### src/rtl/prog_loader_if.sv
// Byte-stream input and memory-write port of the program loader, bundled so the
// loader and its environment share one set of handshake and bus wires.
interface prog_loader_if;
  logic        byte_valid;
  logic [7:0]  byte_data;
  logic        byte_ready;
  logic [31:0] Addr;
  logic [31:0] W_data;
  logic        W;
  logic        R;
  logic        ld_active;
  logic        cpu_reset;
  logic        done;
  logic        err;

  modport master (
    input  byte_valid, byte_data,
    output byte_ready, Addr, W_data, W, R, ld_active, cpu_reset, done, err
  );

  modport slave (
    output byte_valid, byte_data,
    input  byte_ready, Addr, W_data, W, R, ld_active, cpu_reset, done, err
  );
endinterface

### src/rtl/prog_loader.sv
// Program loader: takes a little-endian word count plus that many little-endian
// 32-bit words from a byte stream and writes them to consecutive memory words.
module prog_loader #(
  parameter logic [31:0] BASE_ADDR = 32'd4096,
  parameter int          MAX_WORDS = 1024
) (
  input logic             CLK,
  input logic             RESET,
  prog_loader_if.master   bus
);

  typedef enum logic [2:0] {
    HDR0  = 3'd0,
    HDR1  = 3'd1,
    WBYTE = 3'd2,
    WRITE = 3'd3,
    DONE  = 3'd4,
    ERR   = 3'd5
  } state_t;

  localparam logic [15:0] MAX_N = 16'(MAX_WORDS);

  state_t      state_q, state_d;
  logic [15:0] n_q, n_d;
  logic [10:0] word_idx_q, word_idx_d;
  logic [1:0]  byte_idx_q, byte_idx_d;
  logic [23:0] asm_q, asm_d;
  logic [31:0] addr_q, addr_d;
  logic [31:0] wdata_q, wdata_d;
  logic        w_q, w_d;
  logic        rdy_s;
  logic [15:0] n_new_s;
  logic [15:0] next_count_s;

  // State and datapath registers; reset clears everything immediately.
  always_ff @(posedge CLK or posedge RESET) begin
    if (RESET) begin
      state_q    <= HDR0;
      n_q        <= 16'd0;
      word_idx_q <= 11'd0;
      byte_idx_q <= 2'd0;
      asm_q      <= 24'd0;
      addr_q     <= 32'd0;
      wdata_q    <= 32'd0;
      w_q        <= 1'b0;
    end else begin
      state_q    <= state_d;
      n_q        <= n_d;
      word_idx_q <= word_idx_d;
      byte_idx_q <= byte_idx_d;
      asm_q      <= asm_d;
      addr_q     <= addr_d;
      wdata_q    <= wdata_d;
      w_q        <= w_d;
    end
  end

  // Next-state and datapath logic. Addr/W_data/W are loaded on the edge that
  // accepts a word's last byte, so they are already stable throughout WRITE.
  always_comb begin
    state_d      = state_q;
    n_d          = n_q;
    word_idx_d   = word_idx_q;
    byte_idx_d   = byte_idx_q;
    asm_d        = asm_q;
    addr_d       = addr_q;
    wdata_d      = wdata_q;
    w_d          = 1'b0;
    rdy_s        = 1'b0;
    n_new_s      = {bus.byte_data, n_q[7:0]};
    next_count_s = {5'd0, word_idx_q} + 16'd1;

    case (state_q)
      HDR0: begin
        rdy_s = 1'b1;
        if (bus.byte_valid) begin
          n_d     = {n_q[15:8], bus.byte_data};
          state_d = HDR1;
        end else begin
          state_d = HDR0;
        end
      end
      HDR1: begin
        rdy_s = 1'b1;
        if (bus.byte_valid) begin
          n_d        = n_new_s;
          word_idx_d = 11'd0;
          byte_idx_d = 2'd0;
          if (n_new_s == 16'd0) begin
            state_d = DONE;
          end else if (n_new_s > MAX_N) begin
            state_d = ERR;
          end else begin
            state_d = WBYTE;
          end
        end else begin
          state_d = HDR1;
        end
      end
      WBYTE: begin
        rdy_s = 1'b1;
        if (bus.byte_valid) begin
          byte_idx_d = byte_idx_q + 2'd1;
          case (byte_idx_q)
            2'd0: asm_d[7:0]   = bus.byte_data;
            2'd1: asm_d[15:8]  = bus.byte_data;
            2'd2: asm_d[23:16] = bus.byte_data;
            2'd3: begin
              w_d     = 1'b1;
              addr_d  = BASE_ADDR + {19'd0, word_idx_q, 2'b00};
              wdata_d = {bus.byte_data, asm_q};
              state_d = WRITE;
            end
            default: state_d = HDR0;
          endcase
        end else begin
          state_d = WBYTE;
        end
      end
      WRITE: begin
        word_idx_d = word_idx_q + 11'd1;
        if (next_count_s == n_q) begin
          state_d = DONE;
        end else begin
          state_d = WBYTE;
        end
      end
      DONE:    state_d = DONE;
      ERR:     state_d = ERR;
      default: state_d = HDR0;
    endcase
  end

  assign bus.byte_ready = rdy_s & ~RESET;
  assign bus.Addr       = addr_q;
  assign bus.W_data     = wdata_q;
  assign bus.W          = w_q;
  assign bus.R          = 1'b0;
  assign bus.ld_active  = (state_q != DONE);
  assign bus.cpu_reset  = (state_q != DONE);
  assign bus.done       = (state_q == DONE);
  assign bus.err        = (state_q == ERR);

endmodule

### src/flat_wrapper.sv
// flat-port wrapper written by rule: the top's interface ports become plain ports
module prog_loader_flat 
#(
  parameter logic [31:0] BASE_ADDR = 32'd4096,
  parameter int          MAX_WORDS = 1024
)
  (CLK, RESET, bus_byte_valid, bus_byte_data, bus_byte_ready, bus_Addr, bus_W_data, bus_W, bus_R, bus_ld_active, bus_cpu_reset, bus_done, bus_err);
  prog_loader_if bus_i ();
  input logic CLK;
  input logic RESET;
  input wire logic [$bits(bus_i.byte_valid)-1:0] bus_byte_valid;
  input wire logic [$bits(bus_i.byte_data)-1:0] bus_byte_data;
  output wire logic [$bits(bus_i.byte_ready)-1:0] bus_byte_ready;
  output wire logic [$bits(bus_i.Addr)-1:0] bus_Addr;
  output wire logic [$bits(bus_i.W_data)-1:0] bus_W_data;
  output wire logic [$bits(bus_i.W)-1:0] bus_W;
  output wire logic [$bits(bus_i.R)-1:0] bus_R;
  output wire logic [$bits(bus_i.ld_active)-1:0] bus_ld_active;
  output wire logic [$bits(bus_i.cpu_reset)-1:0] bus_cpu_reset;
  output wire logic [$bits(bus_i.done)-1:0] bus_done;
  output wire logic [$bits(bus_i.err)-1:0] bus_err;
  assign bus_i.byte_valid = bus_byte_valid;
  assign bus_i.byte_data = bus_byte_data;
  assign bus_byte_ready = bus_i.byte_ready;
  assign bus_Addr = bus_i.Addr;
  assign bus_W_data = bus_i.W_data;
  assign bus_W = bus_i.W;
  assign bus_R = bus_i.R;
  assign bus_ld_active = bus_i.ld_active;
  assign bus_cpu_reset = bus_i.cpu_reset;
  assign bus_done = bus_i.done;
  assign bus_err = bus_i.err;
  prog_loader #(.BASE_ADDR(BASE_ADDR), .MAX_WORDS(MAX_WORDS)) u_core (.CLK(CLK), .RESET(RESET), .bus(bus_i));
endmodule
### config.mk
export PLATFORM = sky130hd
export DESIGN_NAME = prog_loader_flat
export DESIGN_NICKNAME = d
export VERILOG_FILES = /design/src/rtl/prog_loader_if.sv /design/src/rtl/prog_loader.sv /design/src/flat_wrapper.sv
export SDC_FILE = /design/constraint.sdc
export NUM_CORES = 1
export LEC_CHECK = 0
export ABC_AREA = 1
export BUFFER_PORTS_ARGS = -buffer_cell sky130_fd_sc_hd__buf_2
export CAP_MARGIN = 0
export CORE_MARGIN = 5
export CORE_UTILIZATION = 40
export DETAILED_ROUTE_END_ITERATION = 16
export SLEW_MARGIN = 20
export SYNTH_ARGS = -nofsm -noshare
export SYNTH_HDL_FRONTEND = slang
export SYNTH_SLANG_ARGS = --single-unit
### constraint.sdc
create_clock -name CLK -period 7.8 [get_ports CLK]
set_input_delay 0 -clock CLK [delete_from_list [all_inputs] [get_ports CLK]]
set_output_delay 0 -clock CLK [all_outputs]
set_load 0.01 [all_outputs]
* After elaboration in Yosys (flattened, before gate mapping)
Index checks and enable logic that the tools add are counted.
** Storage, ports and cells
- Register bits :: 121
- Input bits :: 11
- Output and inout port bits :: 71
- Logic and storage cells :: 67
** Operators by class
- Add/subtract/negate cells :: 4
- $lt $le $gt $ge :: 1
- Eq/ne operators :: 13
- Mux-type cells :: 20
- Bitwise gates (word level) :: 4
- Reductions and logical operators :: 14
** Operator list (count)
- $pmux 16 s2 :: 1
- $pmux 11 s2 :: 1
- $reduce_and 3->1 :: 7
- $mux 3 :: 6
- $pmux 3 s6 :: 1
- $eq 16x16->1 :: 1
- $gt 16x11->1 const B :: 1
- $logic_not 16->1 :: 1
- $mux 16 :: 1
- $add 13x13->14 const A :: 1
- $add 11x1->12 const B :: 1
- $add 11x1->11 const B :: 1
- $mux 11 :: 1
- $mux 8 :: 1
- $eq 3x2->1 const B :: 2
- $eq 3x3->1 const B :: 2
- $ne 3x3->1 const B :: 2
- $mux 1 :: 5
- $eq 2x2->1 const B :: 2
- $mux 2 :: 2
- $ne 2x2->1 const B :: 2
- $pmux 2 s2 :: 1
- $reduce_bool 2->1 :: 2
- $eq 3x1->1 const B :: 1
- other kinds (8) :: 10

* Longest topological paths before layout
Gate-level depths: netlist of the first run.
- Depth after elaboration :: 5
- Mapped depth :: 13
- Depth with buffers taken out :: 13

* Worst setup path before layout of the first run
OpenSTA, ideal clock, no wires.
- Path kind :: input -> output
- Start :: input port RESET
- End :: output port bus_byte_ready
- Data arrival time :: 2.460 ns
- Required time :: 7.800 ns
- Setup slack :: 5.340 ns
- Stages :: 3
- Buffers on the path :: 0
- Cell sequence :: inv_1 nand3_1 inv_1
** On the way
- Cells in the longest elaborated chain, start to end :: 2
** Ends and longest elaborated chain
- from (decl) :: RTL line flat_wrapper.sv:10 : input logic RESET;
- $not 1->1 :: RTL line prog_loader.sv:134 : assign bus.byte_ready = rdy_s & ~RESET;
- $and 1x1->1 :: RTL line prog_loader.sv:134
- to (decl) :: RTL line flat_wrapper.sv:13 : output wire logic [$bits(bus_i.byte_ready)-1:0] bus_byte_ready;
No other way between the ends.

* Worst setup path after layout of the first run
- Start :: register u_core.state_q[2]
- End :: register u_core.wdata_q[19], in the netlist u_core.bus.W_data[19]
** On the way
- Cells in the longest elaborated chain, start to end :: 2
** Ends and longest elaborated chain
- from (decl) :: RTL line prog_loader.sv:23 : state_t state_q, state_d;
- from (signal assigned) :: RTL line prog_loader.sv:47 : state_q <= state_d;
- $eq 3x2->1 :: RTL line prog_loader.sv:73 : case (state_q)
- $reduce_and 3->1 (no source line)
- to (signal assigned) :: RTL line prog_loader.sv:53 : wdata_q <= wdata_d;
- to (decl) :: RTL line prog_loader.sv:29 : logic [31:0] wdata_q, wdata_d;
No other way between the ends.
A chain may end at the register's enable or synchronous reset.

==> results of run 1 <==
==> state kept, by name (all words and copies together) (netlist names) <==
register	count
u_core.asm_q	24
u_core.bus.Addr	12
u_core.bus.W	1
u_core.bus.W_data	32
u_core.byte_idx_q	2
u_core.n_q	16
u_core.state_q	3
u_core.word_idx_q	11
==> cells in the mapped netlist, types with 4 or more instances <==
| master | instances |
|---|---|
| o22ai_1 | 5 |
| buf_6 | 7 |
| dfrtp_1 | 101 |
| nand4_1 | 8 |
| a21oi_1 | 4 |
| buf_4 | 25 |
| nand2_2 | 4 |
| o21ai_0 | 46 |
| inv_1 | 51 |
| ha_1 | 5 |
| nor2_2 | 5 |
| nand2_1 | 196 |
| nand3_1 | 46 |
| nor2_1 | 21 |
| o21ai_2 | 20 |
| buf_2 | 4 |
==> critical path: cells and delay by family (launching register included) <==
family	cells	cell delay [ns]
AND/OR/NAND/NOR	5	0.47
flip-flops	1	0.47
buffers and inverters	3	1.08
==> through the flow <==
step,utilization [%],total power (W),instances
2_1_floorplan,-,0.000806,586
4_1_cts,46.1,0.00131,785
3_3_place_gp,42.9,0.000863,759
5_1_grt,46.1,0.00138,785
6_report,46.1,0.00130,785
3_5_place_dp,42.9,0.000869,759
==> power breakdown <==
group	total (W)	internal, W	switching, W	leakage [nW]
clock network	0.000436	0.000225	0.000212	0.142
logic	0.000248	0.0000823	0.000165	1.35
registers	0.000612	0.000574	0.0000383	1.38
==> how the worst max path moves through the flow <==
stage | to | slack (ns) | depth (start not counted)
6_report | u_core.bus.W_data[19] | 5.61 | 8
3_5_place_dp | u_core.bus.W_data[19] | 5.61 | 8
3_3_place_gp | u_core.bus.W_data[20] | 5.70 | 8
4_1_cts | bus_byte_ready | 5.52 | 7
2_1_floorplan | u_core.asm_q[0] | 5.13 | 1
5_1_grt | bus_byte_ready | 5.32 | 7
==> kinds of logic (layout without fill, tap and decap cells) <==
family                   Yosys count  in the layout
AO/OA/AOI/OAI                     78             78
XOR/XNOR                           1              1
adder cells (fa/ha/maj)            5              5
buffers and inverters             92            144
flip-flops                       101            101
other                              1             21
AND/OR/NAND/NOR                  288            288
==> final cells by class <==
type	instances	area share (%)
clock inverters	7	1.16
inverters	55	3.85
repair buffers	73	7.69
flip-flops and latches	101	46.0
well taps	147	3.35
multi-input cells	393	33.9
clock buffers	9	4.10
==> metal layers <==
layer,GRT usage (%),share of wire [%],wire length (µm),vias up
li1,-,-,-,1887
met1,22.1,48,5130,1786
met2,23.5,46,4910,87
met3,3.77,5.3,572,13
met4,4.80,1.5,157,0
met5,0,0,0,-
==> timing repair <==
action | CTS | global route
endpoints found under the hold margin | 50 | 0
hold buffers | 10 | 0
setup endpoints to repair | 0 | 0
==> flow_summary.ini, run 1 <==
[sta]
fmax_mhz = 456
worstMarginPinSlew_ns = 0.825
skew_ns = 0.00733
finalHoldViolCount = 0
slew_viol_final = 0
slew_headroom_pct = 45.0
fin_crit_sh_pct = 28.1
finalSetupViolCount = 0
setup_tns_ns = 0
fin_crit_ns = 2.19
hold_ws_ns = 0.206
fin_ws_ns = 5.61
rsz0062_at_grt = no

[cells_and_area]
register_area_um2 = 2530
layout_common_cells = nand2_1 (196), dfrtp_1 (101), buf_2 (60)
areaGrowthSynthToFinish_pct = 14.2
multiInputGateArea_um2 = 1860
drive_above_1_share_pct = 18.7
nets = 649
num_antenna_cells = 0
num-fill-cells = 1203
layout_commonest_cell = nand2_1
fin_area_um2 = 5500

[clock_network]
ctsResizeCount = 0
path_clk_slew_ns = 0.07
cts-root-buf = clkbuf_16
insertion_delay_ns = 0.35
cts_setup_buffers = 0
cts_max_level = 3
cts.sinks = 101
cts_tree = yes
clock_path_buffers = 2
cts-buffers-inserted = 9

[yosys]
yosys-top-cells-area = dfrtp_1 (53%), nand2_1 (15%), nand3_1 (4.8%)
ys_ff_latch = 101
synth-simple-area-share_pct = 25.7
syn-mean-instance-area_um2 = 8.50
async_flop_share_pct = 100
synth.distinct_cells = 28
synth_compound_area_share_pct = 9.88
synth_top_area_cell = dfrtp_1
ys_warn_count = 0
syn_area_um2 = 4810
seq_area_frac_synth_pct = 52.5
synth_ff_type = dfrtp_1
synth_top_family_by_area = simple AND/OR/NAND/NOR gates
synth_top_cell_area_share_pct = 52.5
synthCells = 566
synth_edf_count = 0
synth_xor_xnor_area_share_pct = 0.182
synth-adder-area-share_pct = 1.30
synthMuxAreaShare_pct = 0

[setup_path]
critical_path.slowest_cell = buf_4
required_ns = 8.04
ff2ff_setup_slack_ns = 5.61
r2r-end = u_core.bus.W_data[19]
startpoint_type = flip-flop
cp-startpoint = u_core.state_q[2]
path_max_fanout = 65
worstPathArrival_ns = 2.43
rr_startpoint = u_core.state_q[2]
crit_type = flip-flop to flip-flop
cpPeakStageDelay_ns = 0.57
crit_path_cell_trace = inv_1, nand3_2, nor2_4, nand2_2, buf_4, inv_2, nand2_1, nand2_1
r2r_cells = 8
end_kind = flip-flop
path_common_cell = nand2_1

[die]
ioPinCount = 82
start_util_pct = 40.4
rows = 40
dieArea_um2 = 14300
die_h_um = 120
die_w_um = 120
coreArea_um2 = 11900

[global_route]
antenna_found_initial = 0
grt_pass1_vias = 3547
grt-ovfl-total = 0
grt_start_max_net_pins = 69
grt_pass1_wl_um = 17800
grtUsageTotal_pct = 15.5

[drt]
wl_um = 10800
vias_per_cell = 4.81
firstDrtPassIters = 5
via_count = 3773
drt.antenna.violating_nets = 0
initialDrtViolationCount = 287
drcViolationCount = 0
avgRoutedWirePerCell_um = 13.7

[pwr]
p_leak_nw = 2.87
ir_drop_v = 0.000141
power_density_nw_per_um2 = 236

[hold_path]
hold_class = input port to asynchronous set/reset pin

[place]
pre_cts_slack_ns = 5.61
dp_hpwl_um = 7800
place_area_um2 = 5110
port-buffer-count = 60
place_congestion = 0.844

[run]
max_cap_viol_count = 0

[outcome]
status = complete, no violations
Power figures use the tool's default switching activity.
==> run 2: changes to the inputs <==
Clock period 7.8 ns to 2.3 ns, I/O delays scaled along.
==> run 2 against run 1 <==
Clock power rose to 3.5 times the previous value; largest cell class unchanged; non-clock buffer count up 2; sequential share of layout area down 0.26 points; worst setup slack worse by 5.1 ns; routed wire length up 5.8%; cell count up 0.25%; critical path depth down 1; global-route usage up 1.2 points; clock skew up 0.0028 ns.
==> flow_summary.ini, run 2 (same netlist as run 1, synthesis figures left out) <==
[outcome]
status = complete, no violations

[drt]
vias_per_cell = 4.84
drcViolationCount = 0
avgRoutedWirePerCell_um = 14.5
wl_um = 11400
firstDrtPassIters = 5
via_count = 3806
drt.antenna.violating_nets = 0
initialDrtViolationCount = 265

[pwr]
p_leak_nw = 2.87
power_density_nw_per_um2 = 807
ir_drop_v = 0.000486

[clock_network]
cts-buffers-inserted = 9
cts.sinks = 101
cts_tree = yes
insertion_delay_ns = 0.36
cts_setup_buffers = 0
path_clk_slew_ns = 0.08
clock_path_buffers = 2
cts_max_level = 3
cts-root-buf = clkbuf_16

[sta]
finalSetupViolCount = 0
fin_crit_ns = 1.84
worstMarginPinSlew_ns = 0.733
fin_crit_sh_pct = 80.1
hold_ws_ns = 0.249
fmax_mhz = 543
slew_viol_final = 0
finalHoldViolCount = 0
setup_tns_ns = 0
skew_ns = 0.0101
rsz0062_at_grt = no
slew_headroom_pct = 50.8
fin_ws_ns = 0.458

[cells_and_area]
areaGrowthSynthToFinish_pct = 14.8
largest_reg_flops = 32
final_util_pct = 46.4
multiInputGateArea_um2 = 1860
num-fill-cells = 1181
num_antenna_cells = 0
register_area_um2 = 2530
drive_above_1_share_pct = 18.9
nets = 651
layout_common_cells = nand2_1 (196), dfrtp_1 (101), buf_2 (60)
fin_area_um2 = 5530
layout_commonest_cell = nand2_1

[place]
place_congestion = 0.867
port-buffer-count = 60
place_area_um2 = 5140
dp_hpwl_um = 8180
pre_cts_slack_ns = 0.474

[die]
coreArea_um2 = 11900
start_util_pct = 40.4
die_w_um = 120
dieArea_um2 = 14300
ioPinCount = 82
die_h_um = 120
rows = 40

[global_route]
grt_start_max_net_pins = 80
antenna_found_initial = 0
grt-ovfl-total = 0
grt_pass1_vias = 3816
grt_pass1_wl_um = 19100
grtUsageTotal_pct = 16.8

[setup_path]
crit_path_cell_trace = inv_1, nand3_2, nor2_4, nand2_2, inv_2, nand2_1, nand2_1
startpoint_type = flip-flop
end_kind = flip-flop
crit_type = flip-flop to flip-flop
critPathBufInv = 2
required_ns = 2.59
path_delay_family = simple AND/OR/NAND/NOR gates
path_common_cell = nand2_1
cpPeakStageDelay_ns = 0.48
worstPathArrival_ns = 2.13
path_max_fanout = 25
critical_path.slowest_cell = dfrtp_1

[run]
max_cap_viol_count = 0

[hold_path]
hold_class = input port to asynchronous set/reset pin
[run 2: final timing paths]
kind / startpoint / to / slack (ns) / cells past startpoint
setup / recovery: u_core.state_q[2] / u_core.bus.W_data[4] / 0.46 / 7
hold / removal: RESET / u_core.bus.W_data[29] / 0.25 / 3
setup reg to reg: u_core.state_q[2] / u_core.bus.W_data[4] / 0.46 / 7
hold reg to reg: u_core.bus.W_data[3] / u_core.bus.W_data[3] / 0.47 / 2
max in group asynchronous: RESET / u_core.bus.W_data[15] / 1.27 / 4
min in group CLK: bus_byte_data[4] / u_core.n_q[12] / 0.44 / 4
[run 2: repair_timing]
action / CTS / global route
hold buffers: 10 / 0
hold endpoints to repair: 39 / 0
gates resized for setup: 0 / 0
[run 2: metal layers]
metal  global-route usage (%)  share of wire, %  vias to the layer above
li1                         -                 -                     1907
met1                     23.6                48                     1761
met2                     24.9                45                      121
met3                     4.90               5.8                       17
met4                     5.58               1.6                        0
met5                        0                 0                        -
[run 2: power breakdown]
group	internal (W)	total [W]	leakage, nW	switching (W)
clock	0.000783	0.00151	0.138	0.000722
sequential	0.00195	0.00209	1.38	0.000144
combinational	0.000281	0.000865	1.36	0.000585
[run 2: worst reg2reg max path: stages, from the launching register on]
cell,delay (ns)
dfrtp_1,0.48
inv_1,0.18
nand3_2,0.12
nor2_4,0.22
nand2_2,0.18
inv_2,0.38
nand2_1,0.15
nand2_1,0.09
[run 2: through the flow]
stage	cells	power [W]
after global placement	761	0.00296
after CTS	787	0.00451
after floorplan	586	0.00273
after global routing	787	0.00473
after detailed placement	761	0.00298
final	787	0.00446
[run 2: area by class of cell]
class / count / share of cell area, %
Inverter: 55 / 3.85
Clock buffer: 10 / 4.32
Tap cell: 147 / 3.33
Multi-Input combinational cell: 393 / 33.7
Sequential cell: 101 / 45.7
Timing Repair Buffer: 75 / 8.15
Clock inverter: 6 / 0.951
